[config.mk]
export PLATFORM = sky130hd
export DESIGN_NAME = iter_shifter_flat
export DESIGN_NICKNAME = d
export VERILOG_FILES = /design/src/rtl/iter_shifter_if.sv /design/src/rtl/iter_shifter.sv /design/src/flat_wrapper.sv
export SDC_FILE = /design/constraint.sdc
export NUM_CORES = 1
export LEC_CHECK = 0
export ABC_CLOCK_PERIOD_IN_PS = 4300
export CAP_MARGIN = 20
export CORE_MARGIN = 2
export CORE_UTILIZATION = 53
export DETAILED_ROUTE_END_ITERATION = 6
export PLACE_DENSITY_LB_ADDON = 0.1
export SLEW_MARGIN = 20
export SYNTH_ARGS = -nofsm -noshare
export SYNTH_HDL_FRONTEND = slang
export SYNTH_SLANG_ARGS = --single-unit
[constraint.sdc]
create_clock -name clk_i -period 4.3 [get_ports clk_i]
set_clock_uncertainty 0.1 [all_clocks]
set_input_delay 0.86 -clock clk_i [delete_from_list [all_inputs] [get_ports clk_i]]
set_output_delay 0.86 -clock clk_i [all_outputs]
set_load 0.005 [all_outputs]
[src/rtl/iter_shifter_if.sv]
// Handshake/data bundle for iter_shifter: request side (start/operand/amount/mode)
// and response side (ready/valid/result).
interface iter_shifter_if #(
   parameter int unsigned WIDTH = 17
);
   localparam int unsigned SW = $clog2(WIDTH) + 1;

   logic             start_i;
   logic [WIDTH-1:0] in_i;
   logic [SW-1:0]    shamt_i;
   logic [1:0]       mode_i;
   logic             ready_o;
   logic             valid_o;
   logic [WIDTH-1:0] out_o;

   modport master (
      output start_i, in_i, shamt_i, mode_i,
      input  ready_o, valid_o, out_o
   );

   modport slave (
      input  start_i, in_i, shamt_i, mode_i,
      output ready_o, valid_o, out_o
   );
endinterface

[src/rtl/iter_shifter.sv]
// Multi-cycle LSL/LSR/ASR shifter moving at most STEP bits per clock.
// Define SHIFTER_ROTATE_EN to turn mode 2'b11 into ROL; otherwise it aliases LSL.
module iter_shifter #(
   parameter int unsigned WIDTH = 17,
   parameter int unsigned STEP  = 2
) (
   input  logic           clk_i,
   input  logic           rst_ni,
   iter_shifter_if.slave  bus
);
   localparam int unsigned SW = $clog2(WIDTH) + 1;

   typedef enum logic [1:0] {
      ST_IDLE  = 2'd0,
      ST_SHIFT = 2'd1,
      ST_DONE  = 2'd2
   } state_t;

   state_t           r_state;
   state_t           w_state_nxt;
   logic [WIDTH-1:0] r_data;
   logic [WIDTH-1:0] w_data_step;
   logic [SW-1:0]    r_rem;
   logic [SW-1:0]    w_rem_nxt;
   logic [SW-1:0]    w_count;
   logic [SW-1:0]    w_step;
   logic [1:0]       r_mode;
   logic [1:0]       w_mode_eff;
   logic             r_ready;
   logic             r_valid;
   logic             w_accept;

   assign w_accept = bus.start_i & r_ready;

   // Effective mode and total shift count; non-rotate amounts saturate at WIDTH.
   always_comb begin
      w_mode_eff = bus.mode_i;
      if (bus.shamt_i > SW'(WIDTH)) w_count = SW'(WIDTH);
      else                          w_count = bus.shamt_i;
`ifdef SHIFTER_ROTATE_EN
      if (bus.mode_i == 2'b11) w_count = bus.shamt_i;
`else
      if (bus.mode_i == 2'b11) w_mode_eff = 2'b00;
`endif
   end

   assign w_step = (r_rem < SW'(STEP)) ? r_rem : SW'(STEP);

   // Narrow per-cycle network: one constant-shift leg per legal step size.
   always_comb begin
      w_data_step = r_data;
      for (int k = 1; k <= int'(STEP); k++) begin
         if (w_step == SW'(k)) begin
            case (r_mode)
               2'b01:   w_data_step = r_data >> k;
               2'b10:   w_data_step = WIDTH'($signed(r_data) >>> k);
`ifdef SHIFTER_ROTATE_EN
               2'b11:   w_data_step = (r_data << k) | (r_data >> (int'(WIDTH) - k));
`endif
               default: w_data_step = r_data << k;
            endcase
         end
      end
   end

   // Next-state and remaining-count logic.
   always_comb begin
      w_state_nxt = r_state;
      w_rem_nxt   = r_rem;
      case (r_state)
         ST_IDLE: begin
            if (w_accept) begin
               w_rem_nxt   = w_count;
               w_state_nxt = (w_count == '0) ? ST_DONE : ST_SHIFT;
            end
         end
         ST_SHIFT: begin
            w_rem_nxt = r_rem - w_step;
            if (w_rem_nxt == '0) w_state_nxt = ST_DONE;
         end
         ST_DONE: w_state_nxt = ST_IDLE;
         default: w_state_nxt = ST_IDLE;
      endcase
   end

   always_ff @(posedge clk_i or negedge rst_ni) begin
      if (!rst_ni) r_state <= ST_IDLE;
      else         r_state <= w_state_nxt;
   end

   // Datapath and registered handshake outputs.
   always_ff @(posedge clk_i or negedge rst_ni) begin
      if (!rst_ni) begin
         r_data  <= '0;
         r_rem   <= '0;
         r_mode  <= 2'b00;
         r_ready <= 1'b1;
         r_valid <= 1'b0;
      end else begin
         r_rem   <= w_rem_nxt;
         r_ready <= (w_state_nxt == ST_IDLE);
         r_valid <= (w_state_nxt == ST_DONE);
         if (r_state == ST_IDLE && w_accept) begin
            r_data <= bus.in_i;
            r_mode <= w_mode_eff;
         end else if (r_state == ST_SHIFT) begin
            r_data <= w_data_step;
         end
      end
   end

   assign bus.ready_o = r_ready;
   assign bus.valid_o = r_valid;
   assign bus.out_o   = r_data;
endmodule

[src/flat_wrapper.sv]
// flat-port wrapper written by rule: the top's interface ports become plain ports
module iter_shifter_flat 
#(
   parameter int unsigned WIDTH = 17,
   parameter int unsigned STEP  = 2
)
  (clk_i, rst_ni, bus_start_i, bus_in_i, bus_shamt_i, bus_mode_i, bus_ready_o, bus_valid_o, bus_out_o);
  iter_shifter_if #(.WIDTH(WIDTH)) bus_i ();
  input  logic clk_i;
  input  logic rst_ni;
  input wire logic [$bits(bus_i.start_i)-1:0] bus_start_i;
  input wire logic [$bits(bus_i.in_i)-1:0] bus_in_i;
  input wire logic [$bits(bus_i.shamt_i)-1:0] bus_shamt_i;
  input wire logic [$bits(bus_i.mode_i)-1:0] bus_mode_i;
  output wire logic [$bits(bus_i.ready_o)-1:0] bus_ready_o;
  output wire logic [$bits(bus_i.valid_o)-1:0] bus_valid_o;
  output wire logic [$bits(bus_i.out_o)-1:0] bus_out_o;
  assign bus_i.start_i = bus_start_i;
  assign bus_i.in_i = bus_in_i;
  assign bus_i.shamt_i = bus_shamt_i;
  assign bus_i.mode_i = bus_mode_i;
  assign bus_ready_o = bus_i.ready_o;
  assign bus_valid_o = bus_i.valid_o;
  assign bus_out_o = bus_i.out_o;
  iter_shifter #(.WIDTH(WIDTH), .STEP(STEP)) u_core (.clk_i(clk_i), .rst_ni(rst_ni), .bus(bus_i));
endmodule
[After elaboration in Yosys (flattened, before gate mapping)]
Cells that the tools add are included.
Storage, ports and cells
  bits in registers: 29
  input bits: 28
  output and inout bits: 19
  logic and storage cells: 47
Cells by class
  add/sub/neg operators: 1
  order comparisons: 2
  equality and inequality tests: 10
  muxes and demuxes: 15
  bitwise logic cells: 1
  reductions and logical operators: 11
Operator list (number)
  17-bit 2-to-1 mux: 4
  17-bit one-hot mux with 2 select lines: 2
  6-bit 2-to-1 mux: 3
  6-bit zero test: 2
  6-bit one-hot mux with 2 select lines: 1
  2-bit 2-to-1 mux: 4
  2-bit == test, second input constant: 3
  6-bit by 1-bit == test with 1-bit output, second input constant: 1
  6-bit by 2-bit == test with 1-bit output, second input constant: 1
  6-bit by 5-bit > comparator with 1-bit output, second input constant: 1
  6-bit by 2-bit less-than comparator with 1-bit output, second input constant: 1
  3-bit != test, second input constant: 2
  6-bit subtractor: 1
  2-bit by 1-bit == test with 1-bit output, second input constant: 2
  2-bit zero test: 2
  2-bit one-hot mux with 2 select lines: 1
  2-bit AND reduction: 2
  4-bit AND reduction: 1
  2-bit nonzero test: 2
  3-bit nonzero test: 1
  2-bit by 1-bit != test with 1-bit output, second input constant: 1
  1-bit AND: 1
  1-bit logical AND: 1

[Depth between registers and ports, before layout]
  word-level depth: 7
  depth in mapped cells: 8
  gate-level depth less buffers: 7

[Worst setup path before layout]
Ideal clock, no wire load.
  path kind: input-to-reg
  start point: input bus_start_i
  end point: register u_core.r_data[7], in the netlist u_core.bus.out_o[7]
  library setup time: 132 ps
  data arrival time: 2145 ps
  data required time: 4068 ps
  slack: 1923 ps
  stages: 7
  buffers on the path: 2
  cells stage by stage: nor4bb_1 nor2_1 a21o_1 buf_2 buf_1 nand2_1 o21ai_0
On the way
  word-level cells in the longest chain between the ends: 4
  elaborated cells on any way between the ends: 6
  classes of those cells: mux: 1; bitwise: 1; reduce/logical: 4
RTL lines
  start, declared: line flat_wrapper.sv:11  | input wire logic [$bits(bus_i.start_i)-1:0] bus_start_i;
  1-bit AND *: line iter_shifter.sv:33  | assign w_accept = bus.start_i & r_ready;
  1-bit logical AND *: line iter_shifter.sv:103  | if (r_state == ST_IDLE && w_accept) begin
  3-bit nonzero test (no line) or 2-bit nonzero test (tied branches)
  2-bit AND reduction (no line)
  end signal, assigned: line iter_shifter.sv:104  | r_data <= bus.in_i;
  end signal, assigned: line iter_shifter.sv:107  | r_data <= w_data_step;
  end, declared: line iter_shifter.sv:21  | logic [WIDTH-1:0] r_data;
Every way passes the cells marked *; elsewhere a longest branch is shown, timed or not.
A chain may end at the register's enable or synchronous reset.

[Final worst setup path]
  start point: input bus_start_i
  end point: register u_core.r_data[3], in the netlist u_core.bus.out_o[3]
The elaborated chain is that of the path after synthesis.

==> reports/results.tsv <==
stage	metric	value	unit
outcome	status	finished, final reports clean	
worst_hold_path	hold crit path type	register to register	
synth	Mapped Area	1920	µm²
timing	Max Freq	0.351	GHz
drt	drt total wl	5.01	mm
placement	dpl cell area	2400	µm²
finish	synth-to-layout area growth	27.6	%
drt	Detail Route Antenna Nets	0	
timing	TNS Setup	0	ns
finish	layout cells sized above 1	0.163	
flow_run	Max Cap Viol	0	
synth	Seq/Total Area, Yosys	0.378	
finish	nets	276	
clocking	Root Buffer	clkbuf_4	
synth	Distinct cells, synth	48	
grt	vias in the first global route	1817	
clocking	clk slew on worst S/H paths	0.10	ns
pwr	maximum VDD drop	0.000445	V
synth	Commonest cells post-synth	dfrtp_1 (28), o21ai_0 (25), nand2_1 (19)	
placement	# placed instances	284	
synth	yosys warns	0	
clocking	clk_lat worst skew	0.33	ns
critical_path	Critical Path Start Type	input pin	
pwr	Int Pwr	1.02	mW
grt	total track usage	0.259	
clocking	# H-tree levels	2	
timing	RSZ-0062 raised after global routing	no	
floorplanning	row cnt	21	
synth	syn_nets	234	
placement	post-DP HPWL	3.35	mm
synth	FF+latch count, synth	29	
finish	Multi-input gate area	1130	µm²
pwr	P_sw	807	µW
critical_path	crit path capture type	register	
synth	Post-synth ARST share	1.00	
pwr	Clk network pwr share	0.087	
synth	post-synth top area share	0.365	
finish	n_diodes	0	
timing	Setup violations, final	0	
clocking	Num Clock Sinks	29	
clocking	CTS tree	done	
floorplanning	die height	64.2	µm
timing	Slew headroom	0.470	
floorplanning	Initial Utilization	0.563	
drt	vias per cell	6.31	
grt	largest net degree at the start of global routing	33	
drt	WL/cell	17.2	µm
grt	first-pass GRT wire length	8.49	mm
clocking	hold buffers post-CTS	0	
timing	fin worst setup slack	1.45	ns
timing	slew of the pin with the lowest slew margin	0.795	ns
grt	grt total ovfl	0	
drt	drt first pass iters	4	
floorplanning	Placeable Area	3420	µm²
pwr	Power Dens Cells	744	nW/µm²
clocking	Num CTS Buffers	5	
grt	initial antenna violation count	0	
finish	Reg area	727	µm²
placement	Setup WS pre-CTS	1.14	ns
timing	final cycle utilization of the critical path	0.663	
pwr	Logic pwr share	0.605	
floorplanning	die area	4120	µm²
pwr	Flop pwr share	0.308	
synth	number of flops mapped to enable cells by yosys	0	
finish	post-route insts no fill	292	
synth	leading area contributor after synthesis	dfrtp_1	
timing	Hold Violations, Final	0	
critical_path	CP arrival	2.97	ns
floorplanning	Die W	64.2	µm
synth	ys flop type	dfrtp_1	
pwr	leakage dissipation	0.994	nW
drt	# DRC	0	
finish	Fillers	271	
placement	RePlAce Congestion	0.840	
placement	port bufs	46	
synth	Avg Inst Size Synth	9.47	µm²
synth	post-synthesis cell count	203	
drt	DRT iter0 DRCs	163	
timing	min Tclk post-route	2.85	ns
finish	final instance area	2450	µm²
floorplanning	IO Count	47	
clocking	clk buf depth	2	
clocking	PostCTS Resize Cnt	0	
drt	via count	1842	
critical_path	Setup CP Type	input pin to register	
pwr	switching portion of total power	0.442	
critical_path	Worst Path Required	4.42	ns
clocking	postcts setup bufs	0	
timing	final slew viol count	0	
synth	most numerous cell in the Yosys netlist	dfrtp_1	
critical_path	critical-path maximum fanout	32	
synth	top cells by area, synth	dfrtp_1 (36%), mux2_2 (10%), o21ai_0 (6.5%), a221oi_1 (5.9%), nand2_1 (3.7%)	
## layout by cell type (no fill, tap or decap), types with 2 or more instances in the layout
| master | count |
|---|---|
| nor4_1 | 3 |
| a211oi_1 | 2 |
| inv_1 | 2 |
| nand3b_1 | 3 |
| o31ai_1 | 3 |
| buf_4 | 3 |
| dfrtp_1 | 28 |
| a31oi_1 | 2 |
| nor3_1 | 3 |
| mux2_4 | 4 |
| a21o_1 | 4 |
| a221o_1 | 3 |
| a221oi_1 | 13 |
| nand3_1 | 2 |
| nor2_1 | 13 |
| a21oi_1 | 6 |
| clkdlybuf4s50_1 | 46 |
| clkbuf_4 | 5 |
| mux2_2 | 17 |
| o21ai_1 | 4 |
| ha_1 | 3 |
| o22ai_1 | 2 |
| nand2_1 | 19 |
| a22oi_1 | 4 |
| a22o_1 | 4 |
| clkinv_2 | 2 |
| o21ai_0 | 25 |
## cell families (layout without fill, tap and decap cells)
kind of cell / count (synthesis) / in the layout / synth area share
AO/OA/AOI/OAI: 79 / 79 / 0.285
XOR/XNOR: 1 / 1 / 0.00456
adder cells (fa/ha/maj): 3 / 3 / 0.0195
buffers and inverters: 16 / 59 / 0.0436
flip-flops: 29 / 29 / 0.378
multiplexers: 21 / 21 / 0.131
other: 1 / 1 / 0.00195
AND/OR/NAND/NOR: 53 / 53 / 0.136
## power by group through the flow
stage / clock network (mW) / registers [mW] / logic, mW
after floorplan: 0 / 0.518 / 0.789
after global placement: 0 / 0.551 / 1.06
after detailed placement: 0 / 0.560 / 1.09
after CTS: 0.161 / 0.557 / 1.10
after global routing: 0.175 / 0.582 / 1.22
final: 0.159 / 0.562 / 1.10
## final timing paths
| kind | startpoint | endpoint | slack (ns) | cells after the start |
|---|---|---|---|---|
| max | bus_start_i | u_core.bus.out_o[3] | 1.45 | 7 |
| min | u_core.r_rem[5] | u_core.r_rem[5] | 0.47 | 1 |
| max reg2reg | u_core.r_rem[3] | u_core.bus.out_o[10] | 1.58 | 5 |
| min reg2reg | u_core.r_rem[5] | u_core.r_rem[5] | 0.47 | 1 |
| max in group asynchronous | rst_ni | u_core.bus.ready_o | 2.96 | 2 |
| min in group asynchronous | rst_ni | u_core.r_rem[2] | 0.82 | 2 |
## per-stage QoR
stage | hold WS, ns | power, mW | util
6_report | 0.472 | 1.83 | 0.718
5_1_grt | 0.500 | 1.98 | 0.718
4_1_cts | 0.473 | 1.82 | 0.718
3_5_place_dp | 0.459 | 1.65 | 0.703
3_3_place_gp | 0.439 | 1.61 | 0.703
2_1_floorplan | 0.419 | 1.31 | -
## registers in the layout, indices dropped and copies added (netlist names)
signal              flops
u_core.bus.out_o       17
u_core.bus.valid_o      1
u_core.r_mode           2
u_core.r_state          2
u_core.bus.ready_o      1
u_core.r_rem            6
## layer usage
| layer | wire length (µm) | track usage | vias to the layer above |
|---|---|---|---|
| met1 | 2260 | 0.349 | 891 |
| li1 | - | - | 865 |
| met2 | 2380 | 0.413 | 80 |
| met4 | 55 | 0.0878 | 0 |
| met3 | 317 | 0.0563 | 6 |
| met5 | 0 | 0 | - |
## critical path, stage by stage
cell             delay (ns)
clkdlybuf4s50_1        0.42
nor4bb_4               0.15
buf_4                  0.24
nor2_1                 0.35
a21o_1                 0.53
nor4_1                 0.12
a221o_1                0.29
## cell type report
class | count | area share
Multi-Input combinational cell | 158 | 0.459
Timing Repair Buffer | 49 | 0.197
Clock inverter | 2 | 0.00408
Inverter | 2 | 0.00306
Sequential cell | 29 | 0.296
Clock buffer | 6 | 0.0168
Tap cell | 46 | 0.0235
(Power assumes the default switching activity.)
